==> src/rtl/snowbro2_cen_pkg.sv <==
// ============================================================================
// Module      : snowbro2_cen_pkg
// Description : Shared FSM state type and default constants for the CEN monitor.
// Revision    : 1.0 - initial release
// ============================================================================
`default_nettype none

package snowbro2_cen_pkg;

    typedef enum logic [1:0] {
        ST_IDLE    = 2'd0,
        ST_MEASURE = 2'd1,
        ST_REPORT  = 2'd2
    } cen_state_t;

    localparam int c_DEF_WINDOW  = 96000;
    localparam int c_DEF_EXPECT  = 2700;
    localparam int c_DEF_TOL     = 2;
    localparam int c_DEF_GAP_LIM = 40;
    localparam int c_DEF_CNT_W   = 20;

    // Lower acceptance bound, clamped so a tolerance larger than the target cannot go negative.
    function automatic logic [31:0] f_lo_bound(input int expect_cnt, input int tol);
        return (expect_cnt > tol) ? 32'(expect_cnt - tol) : 32'd0;
    endfunction

endpackage

`default_nettype wire

==> src/rtl/snowbro2_cen_win_cnt.sv <==
// ============================================================================
// Module      : snowbro2_cen_win_cnt
// Description : Measurement window counter with terminal-count flag on WINDOW-1.
// Revision    : 1.0 - initial release
// ============================================================================
`default_nettype none

module snowbro2_cen_win_cnt
    import snowbro2_cen_pkg::*;
#(
    parameter int WINDOW = c_DEF_WINDOW
) (
    input  logic CLK96,
    input  logic RESET_N,
    input  logic i_clear,
    input  logic i_inc,
    output logic o_tc
);

    localparam int               c_W    = $clog2(WINDOW);
    localparam logic [c_W-1:0]   c_LAST = c_W'(WINDOW - 1);

    logic [c_W-1:0] r_cnt;

    always_ff @(posedge CLK96 or negedge RESET_N) begin
        if (!RESET_N) begin
            r_cnt <= '0;
        end else if (i_clear) begin
            r_cnt <= '0;
        end else if (i_inc) begin
            r_cnt <= r_cnt + c_W'(1);
        end
    end

    assign o_tc = (r_cnt == c_LAST);

endmodule

`default_nettype wire

==> src/rtl/snowbro2_cen_monitor.sv <==
// ============================================================================
// Module      : snowbro2_cen_monitor
// Description : Counts CEN pulses over fixed CLK96 windows and flags lock/error.
//               Optional gap checker enabled by SNOWBRO2_CEN_MON_GAP_EN.
// Revision    : 1.0 - initial release
// ============================================================================
`default_nettype none

module snowbro2_cen_monitor
    import snowbro2_cen_pkg::*;
#(
    parameter int WINDOW  = c_DEF_WINDOW,
    parameter int EXPECT  = c_DEF_EXPECT,
    parameter int TOL     = c_DEF_TOL,
    parameter int CNT_W   = c_DEF_CNT_W
`ifdef SNOWBRO2_CEN_MON_GAP_EN
   ,parameter int GAP_LIM = c_DEF_GAP_LIM
`endif
) (
    input  logic             CLK96,
    input  logic             RESET_N,
    input  logic             EN,
    input  logic             CEN,
    output logic [CNT_W-1:0] COUNT,
    output logic             VALID,
    output logic             ERR,
    output logic             LOCKED
`ifdef SNOWBRO2_CEN_MON_GAP_EN
   ,output logic [CNT_W-1:0] MAX_GAP,
    output logic             GAP_ERR
`endif
);

    localparam logic [31:0] c_LO = f_lo_bound(EXPECT, TOL);
    localparam logic [31:0] c_HI = 32'(EXPECT + TOL);

    cen_state_t       r_state;
    cen_state_t       w_next;
    logic             w_tc;
    logic             w_keep;
    logic             w_done;
    logic             w_err;
    logic [CNT_W-1:0] w_pulse_nxt;
    logic [31:0]      w_cnt32;
    logic [CNT_W-1:0] r_pulse;
    logic [CNT_W-1:0] r_count;
    logic             r_valid;
    logic             r_err;
    logic             r_locked;

    snowbro2_cen_win_cnt #(
        .WINDOW (WINDOW)
    ) u_win_cnt (
        .CLK96   (CLK96),
        .RESET_N (RESET_N),
        .i_clear (r_state != ST_MEASURE),
        .i_inc   (r_state == ST_MEASURE),
        .o_tc    (w_tc)
    );

    always_ff @(posedge CLK96 or negedge RESET_N) begin
        if (!RESET_N) begin
            r_state <= ST_IDLE;
        end else begin
            r_state <= w_next;
        end
    end

    always_comb begin
        w_next = r_state;
        unique case (r_state)
            ST_IDLE:    w_next = EN ? ST_MEASURE : ST_IDLE;
            ST_MEASURE: begin
                if (!EN) begin
                    w_next = ST_IDLE;
                end else if (w_tc) begin
                    w_next = ST_REPORT;
                end
            end
            ST_REPORT:  w_next = EN ? ST_MEASURE : ST_IDLE;
            default:    w_next = ST_IDLE;
        endcase
    end

    // Pulse count including this cycle's CEN; latched straight into COUNT on the final cycle.
    always_comb begin
        w_keep      = (r_state == ST_MEASURE) && (w_next == ST_MEASURE);
        w_done      = (r_state == ST_MEASURE) && (w_next == ST_REPORT);
        w_pulse_nxt = (CEN && (r_pulse != '1)) ? r_pulse + CNT_W'(1) : r_pulse;
        w_cnt32     = 32'(w_pulse_nxt);
        w_err       = (w_cnt32 < c_LO) || (w_cnt32 > c_HI);
    end

    always_ff @(posedge CLK96 or negedge RESET_N) begin
        if (!RESET_N) begin
            r_pulse  <= '0;
            r_count  <= '0;
            r_valid  <= 1'b0;
            r_err    <= 1'b0;
            r_locked <= 1'b0;
        end else begin
            r_pulse <= w_keep ? w_pulse_nxt : '0;
            r_valid <= w_done;
            if (w_done) begin
                r_count  <= w_pulse_nxt;
                r_err    <= w_err;
                r_locked <= !w_err;
            end
        end
    end

    assign COUNT  = r_count;
    assign VALID  = r_valid;
    assign ERR    = r_err;
    assign LOCKED = r_locked;

`ifdef SNOWBRO2_CEN_MON_GAP_EN
    logic [CNT_W-1:0] r_gap;
    logic [CNT_W-1:0] r_gap_max;
    logic [CNT_W-1:0] r_max_gap_out;
    logic             r_gap_err;
    logic [CNT_W-1:0] w_gap_nxt;
    logic [CNT_W-1:0] w_gap_max_nxt;

    always_comb begin
        w_gap_nxt     = CEN ? '0 : ((r_gap == '1) ? r_gap : r_gap + CNT_W'(1));
        w_gap_max_nxt = (w_gap_nxt > r_gap_max) ? w_gap_nxt : r_gap_max;
    end

    always_ff @(posedge CLK96 or negedge RESET_N) begin
        if (!RESET_N) begin
            r_gap         <= '0;
            r_gap_max     <= '0;
            r_max_gap_out <= '0;
            r_gap_err     <= 1'b0;
        end else begin
            r_gap     <= w_keep ? w_gap_nxt : '0;
            r_gap_max <= w_keep ? w_gap_max_nxt : '0;
            if (w_done) begin
                r_max_gap_out <= w_gap_max_nxt;
                r_gap_err     <= 32'(w_gap_max_nxt) > 32'(GAP_LIM);
            end
        end
    end

    assign MAX_GAP = r_max_gap_out;
    assign GAP_ERR = r_gap_err;
`endif

endmodule

`default_nettype wire

==> config.mk <==
export PLATFORM = sky130hd
export DESIGN_NAME = snowbro2_cen_monitor
export DESIGN_NICKNAME = d
export VERILOG_FILES = /design/src/rtl/snowbro2_cen_pkg.sv /design/src/rtl/snowbro2_cen_win_cnt.sv /design/src/rtl/snowbro2_cen_monitor.sv
export SDC_FILE = /design/constraint.sdc
export NUM_CORES = 1
export LEC_CHECK = 0
export ABC_CLOCK_PERIOD_IN_PS = 4000
export BUFFER_PORTS_ARGS = -buffer_cell sky130_fd_sc_hd__buf_2
export CORE_MARGIN = 5
export CORE_UTILIZATION = 60
export DETAILED_ROUTE_END_ITERATION = 7
export GPL_TIMING_DRIVEN = 0
export PLACE_DENSITY = 0.88
export SETUP_SLACK_MARGIN = 0.02
export SLEW_MARGIN = 10
export SYNTH_ARGS = -nofsm -noshare
export SYNTH_HDL_FRONTEND = slang
export SYNTH_HIERARCHICAL = 1
export SYNTH_SLANG_ARGS = --single-unit
==> constraint.sdc <==
create_clock -name CLK96 -period 4 [get_ports CLK96]
set_clock_uncertainty 0.05 [all_clocks]
set_input_delay 0.8 -clock CLK96 [delete_from_list [all_inputs] [get_ports CLK96]]
set_output_delay 0.8 -clock CLK96 [all_outputs]
set_load 0.02 [all_outputs]
## Word level (Yosys, flattened, before mapping)

Cells that the tools add are included.

| operators by class | value |
|---|---|
| $add $sub $neg | 2 |
| order comparisons | 2 |
| eq/ne operators | 7 |
| mux-type cells | 8 |
| reductions and logical operators | 8 |

Operators with widths:

| kind | count |
|---|---|
| 20-bit two-way mux | 2 |
| 17-bit two-way mux | 2 |
| 20-bit by 1-bit adder with 20-bit output, second input constant | 1 |
| 20-bit by 12-bit > comparator with 1-bit output, second input constant | 1 |
| 20-bit by 12-bit less-than comparator with 1-bit output, second input constant | 1 |
| 20-bit inequality test, second input constant | 1 |
| 17-bit by 1-bit adder with 17-bit output, second input constant | 1 |
| 17-bit == test, second input constant | 1 |
| 2-bit by 1-bit == test with 1-bit output, second input constant | 2 |
| 2-bit == test, second input constant | 2 |
| 2-bit two-way mux | 2 |
| 2-bit case mux with 2 select lines | 1 |
| 1-bit logical AND | 3 |
| 2-bit zero test | 1 |
| 2-bit by 1-bit inequality test with 1-bit output, second input constant | 1 |
| 2-bit nonzero test | 1 |
| 2-bit OR reduction | 1 |
| 1-bit zero test | 1 |
| 1-bit logical OR | 1 |
| 1-bit two-way mux | 1 |

| storage, ports and cells | value |
|---|---|
| flip-flop bits (word level) | 62 |
| logic and storage cells | 34 |

## Longest topological paths before layout

| depth | value |
|---|---|
| depth in word-level cells | 7 |
| depth in mapped cells | 9 |

## By module

Netlist, hierarchy kept.

Modules (own cells, without submodules):

| module | times used | cells an instance | area an instance (um^2) | seq. area each (um^2) |
|---|---|---|---|---|
| snowbro2_cen_monitor | 1 | 256 | 2337.2 | 1126.1 |
| snowbro2_cen_win_cnt | 1 | 92 | 865.8 | 425.4 |

## Least setup slack after synthesis

Ideal clock, no wire load.

| path | value |
|---|---|
| path kind | input -> register |
| from | input port CEN |
| to | register r_err, in the netlist ERR |
| library setup time | 0.141 ns |
| arrival time | 2.409 ns |
| slack | 1.400 ns |
| stages | 7 |
| path buffers | 1 |
| cells stage by stage | clkbuf_1 -> nand4_1 -> nor4_1 -> mux2i_1 -> nand3_1 -> a2111oi_4 -> a31oi_1 |

| between the ends | value |
|---|---|
| word-level cells in the longest chain between the ends | 4 |
| elaborated cells between the ends (all ways) | 5 |
| classes of those cells | order compare: 2; mux: 1; reduce/logical: 2 |

RTL lines:

| item | RTL line | source |
|---|---|---|
| from (decl) | snowbro2_cen_monitor.sv:23 | `input logic CEN,` |
| 1-bit logical AND * | snowbro2_cen_monitor.sv:89 | `w_pulse_nxt = (CEN && (r_pulse != '1)) ? r_pulse + CNT_W'(1) : r_pulse;` |
| 20-bit two-way mux * | snowbro2_cen_monitor.sv:89 |  |
| 20-bit by 12-bit less-than comparator with 1-bit output or 20-bit by 12-bit > comparator with 1-bit output (tied branches) | snowbro2_cen_monitor.sv:91 | `w_err = (w_cnt32 < c_LO) \|\| (w_cnt32 > c_HI);` |
| 1-bit logical OR * | snowbro2_cen_monitor.sv:91 |  |
| to (signal assigned) | snowbro2_cen_monitor.sv:106 | `r_err <= w_err;` |
| to (decl) | snowbro2_cen_monitor.sv:48 | `logic r_err;` |

Mark *: on every way between the ends. The rest lies on a longest branch, timed or not.
A chain may end at the register's enable or synchronous reset.

## Worst setup path after layout

| path | value |
|---|---|
| from | register u_win_cnt.r_cnt[4] |
| to | register r_err, in the netlist ERR |

| between the ends | value |
|---|---|
| word-level cells in the longest chain between the ends | 6 |

RTL lines:

| item | RTL line | source |
|---|---|---|
| from (decl) | snowbro2_cen_win_cnt.sv:23 | `logic [c_W-1:0] r_cnt;` |
| from (signal assigned) | snowbro2_cen_win_cnt.sv:31 | `r_cnt <= r_cnt + c_W'(1);` |
| 17-bit == test | snowbro2_cen_win_cnt.sv:35 | `assign o_tc = (r_cnt == c_LAST);` |
| via w_tc | snowbro2_cen_monitor.sv:39 | `logic w_tc;` |
| 2-bit two-way mux | snowbro2_cen_monitor.sv:76 | `end else if (w_tc) begin` |
| 2-bit two-way mux | snowbro2_cen_monitor.sv:74 | `if (!EN) begin` |
| 2-bit case mux with 2 select lines | snowbro2_cen_monitor.sv:71 | `unique case (r_state)` |
| via w_next[1] | snowbro2_cen_monitor.sv:38 | `cen_state_t w_next;` |
| 2-bit == test | snowbro2_cen_monitor.sv:88 | `w_done = (r_state == ST_MEASURE) && (w_next == ST_REPORT);` |
| 1-bit logical AND | snowbro2_cen_monitor.sv:88 |  |

The timed path passes the listed nets, and every way through them passes these cells.

==> impl_metrics.py <==
metrics = {
    "finish": {
        "diodes": 0,
        "fill_cells": 398,
        "drive_gt1_share_pct": 14.91,
        "instances_no_fill": 459,
        "multi_input_area_sq_um": 1543,
        "fin_nets": 391,
        "area_delta_synth_final_pct": 13.24,
        "final-seq-area_sq_um": 1551,
    },
    "setup_path": {
        "worstPathRequired_ns": 4.14,
        "crit_path_end_kind": "flip-flop",
        "critical_path_arrival_ns": 3.08,
        "path_max_fanout": 6,
        "startpoint_type": "flip-flop",
        "crit_type": "flip-flop to flip-flop",
    },
    "yosys": {
        "synthTopCellsByArea": "dfrtp_1 48%, o21ai_0 5.0%, nor2_1 4.9%, nand2_1 4.5%, xnor2_1 3.6%",
        "yosys_warnings": 6,
        "yosysMostFrequentCell": "dfrtp_1",
        "avgSynthCellArea_sq_um": 9.204,
        "synth_seq_area_share_pct": 48.44,
        "netlist_top_cells_count": "62 x dfrtp_1, 42 x nor2_1, 38 x nand2_1",
        "post_synth_and_or_nand_nor_area_fraction_pct": 25.82,
        "synth_top_area_share_pct": 48.44,
        "syn_inst": 348,
        "netlist-cell-type-count": 56,
        "syn_nets": 354,
        "synth-edff-count": 0,
        "synth-seq-cells": 62,
        "synthAdderAreaFrac_pct": 0.7813,
        "syn_area_sq_um": 3203,
        "yosys.area_share.xor_xnor_pct": 5.469,
        "synthMuxAreaShare_pct": 2.227,
        "synth_ff_type": "dfrtp_1",
        "synth_compound_area_share_pct": 13.87,
        "synth_async_sr_flop_share_pct": 100.0,
        "synth_top_family_by_area": "simple AND/OR/NAND/NOR gates",
        "yosys.area.top_type": "dfrtp_1",
    },
    "clock_network": {
        "clkSinkCount": 62,
        "htreeDepth": 3,
        "cts_tree": "built",
        "cts_inserted_buffers": 9,
        "insertion_delay_ns": 0.34,
        "clk_path_buf_depth": 2,
        "cts_root_buffer": "clkbuf_8",
        "cts_setup_buffers": 0,
        "ctsResizeCount": 0,
        "ctsHoldBuffers": 0,
        "cts.clk_slew.worst_paths_ns": 0.06,
    },
    "drt": {
        "route.detailed.drc": 0,
        "vias_per_cell": 6.092,
        "drt_iter0_markers": 322,
        "drt_wl_total_microns": 7330,
        "dr_total_vias": 2796,
        "drtPass1Iterations": 7,
        "ant_nets": 0,
        "wl_per_cell_microns": 15.97,
    },
    "floorplan": {
        "fp.dieH_microns": 83.07,
        "core_area_sq_um": 5140,
        "ios": 27,
        "start_util_pct": 62.32,
        "die_area_sq_um": 6900,
        "die_w_microns": 83.07,
        "row_count": 26,
    },
    "timing": {
        "grt_setup_unrepaired": "no",
        "fin_crit_sh_pct": 73.56,
        "setup_violations": 0,
        "whs_ns": 0.4234,
        "setup_tns_ns": 0,
        "fmax_ghz": 0.3399,
        "finalMaxSlewViolations": 0,
        "worst_slack_ns": 1.058,
        "worstMarginPinSlew_ns": 0.7804,
        "max_slew_margin_pct": 47.57,
        "finalCriticalPeriod_ns": 2.942,
        "hold_viol": 0,
    },
    "outcome": {
        "status": "finished clean",
    },
    "global_routing": {
        "grt_max_degree": 63,
        "grt-busiest-layer": "met2",
        "grt_pass1_wl_microns": 12810,
        "use_met3_pct": 6.337,
        "grt.overflow.total": 0,
        "use_met1_pct": 31.45,
        "grt_antenna_before_repair": 0,
        "grt_pass1_vias": 2615,
        "met2_usage_pct": 33.97,
        "grt_usage_pct": 22.63,
    },
    "power": {
        "ir_worst_vdd_uv": 205.1,
        "powerDensity_nw_per_um2": 344.4,
        "leakage_nw": 1.537,
    },
    "min_path": {
        "worstHoldPathType": "flip-flop to flip-flop",
    },
    "place": {
        "port_buffers": 26,
        "globalplace.congestion": 0.9249,
        "pre_cts_ws_ns": 0.9054,
        "dp.cells": 444,
        "detailed_place_hpwl_microns": 5050,
    },
    "job": {
        "drv_cap": 0,
    },
}
## final cells by class
type	instances	area share [%]
Sequential cell	62	42.77
Multi-Input combinational cell	261	42.53
Clock inverter	4	2.001
Timing Repair Buffer	26	3.656
Tap cell	70	2.415
Clock buffer	11	3.622
Buffer	18	2.277
Inverter	7	0.7244
## sequential cells by signal, indices dropped and copies added, names as in the netlist
signal	flops
COUNT	20
r_pulse	20
u_win_cnt/r_cnt	17
ERR	1
LOCKED	1
r_state	2
VALID	1
## cell families (layout without fill, tap and decap cells)
family / count (synthesis) / after routing
mux: 7 / 7
xor+xnor: 20 / 20
buf+inv: 25 / 66
simple gates: 163 / 163
fa+ha+maj: 2 / 2
flops: 62 / 62
compound gates: 69 / 69
## critical path: stages, from the launching register on
cell       delay, ns
dfrtp_1         0.42
nand4_1         0.28
nor3_1          0.40
nor4b_1         0.45
nand3_1         0.31
inv_1           0.24
o2111ai_1       0.23
a2111oi_4       0.29
a31oi_1         0.13
## cells in the final DEF (no fill, tap or decap), drive strengths merged, types with 3 or more instances in the layout
master    n
and4      5
and2      3
inv       7
or2       3
clkbuf   22
xnor2    13
nand3    23
a211oi    4
nor4     10
buf      33
mux2i     6
dfrtp    62
nor2     42
nand4     9
xor2      7
o21ai    33
o2111ai   3
a21oi    10
nand2    39
or3      11
nor3      8
## final timing paths
kind                       cells past startpoint  slack, ns               start            endpoint
setup / recovery                               8       1.06  u_win_cnt/r_cnt[4]                 ERR
hold / removal                                 2       0.42            COUNT[7]            COUNT[7]
setup reg to reg                               8       1.06  u_win_cnt/r_cnt[4]                 ERR
hold reg to reg                                2       0.42            COUNT[7]            COUNT[7]
max in group asynchronous                      1       2.91             RESET_N          r_pulse[7]
min in group asynchronous                      1       0.48             RESET_N  u_win_cnt/r_cnt[8]
## report_power, final
| part | total, W | internal (W) | switching [W] |
|---|---|---|---|
| Sequential | 0.000634 | 0.000630 | 0.00000405 |
| Clock | 0.000578 | 0.000347 | 0.000232 |
| Combinational | 0.0000366 | 0.00000871 | 0.0000279 |
## per-stage QoR
step	area [sq um]	utilization (%)	total power [W]
floorplan	3203	-	0.0006627
global route	3627	70.57	0.001296
detailed placement	3423	66.60	0.0006829
CTS	3627	70.57	0.001261
global placement	3421	66.55	0.0006813
finish	3627	70.57	0.001249
## routing by layer
metal	share of wire [%]	routed length (microns)
met1	45	3305
met2	45	3299
met3	8.0	589
met4	1.8	135
met5	0	0
Note: power is estimated with default switching activity, not from simulation.
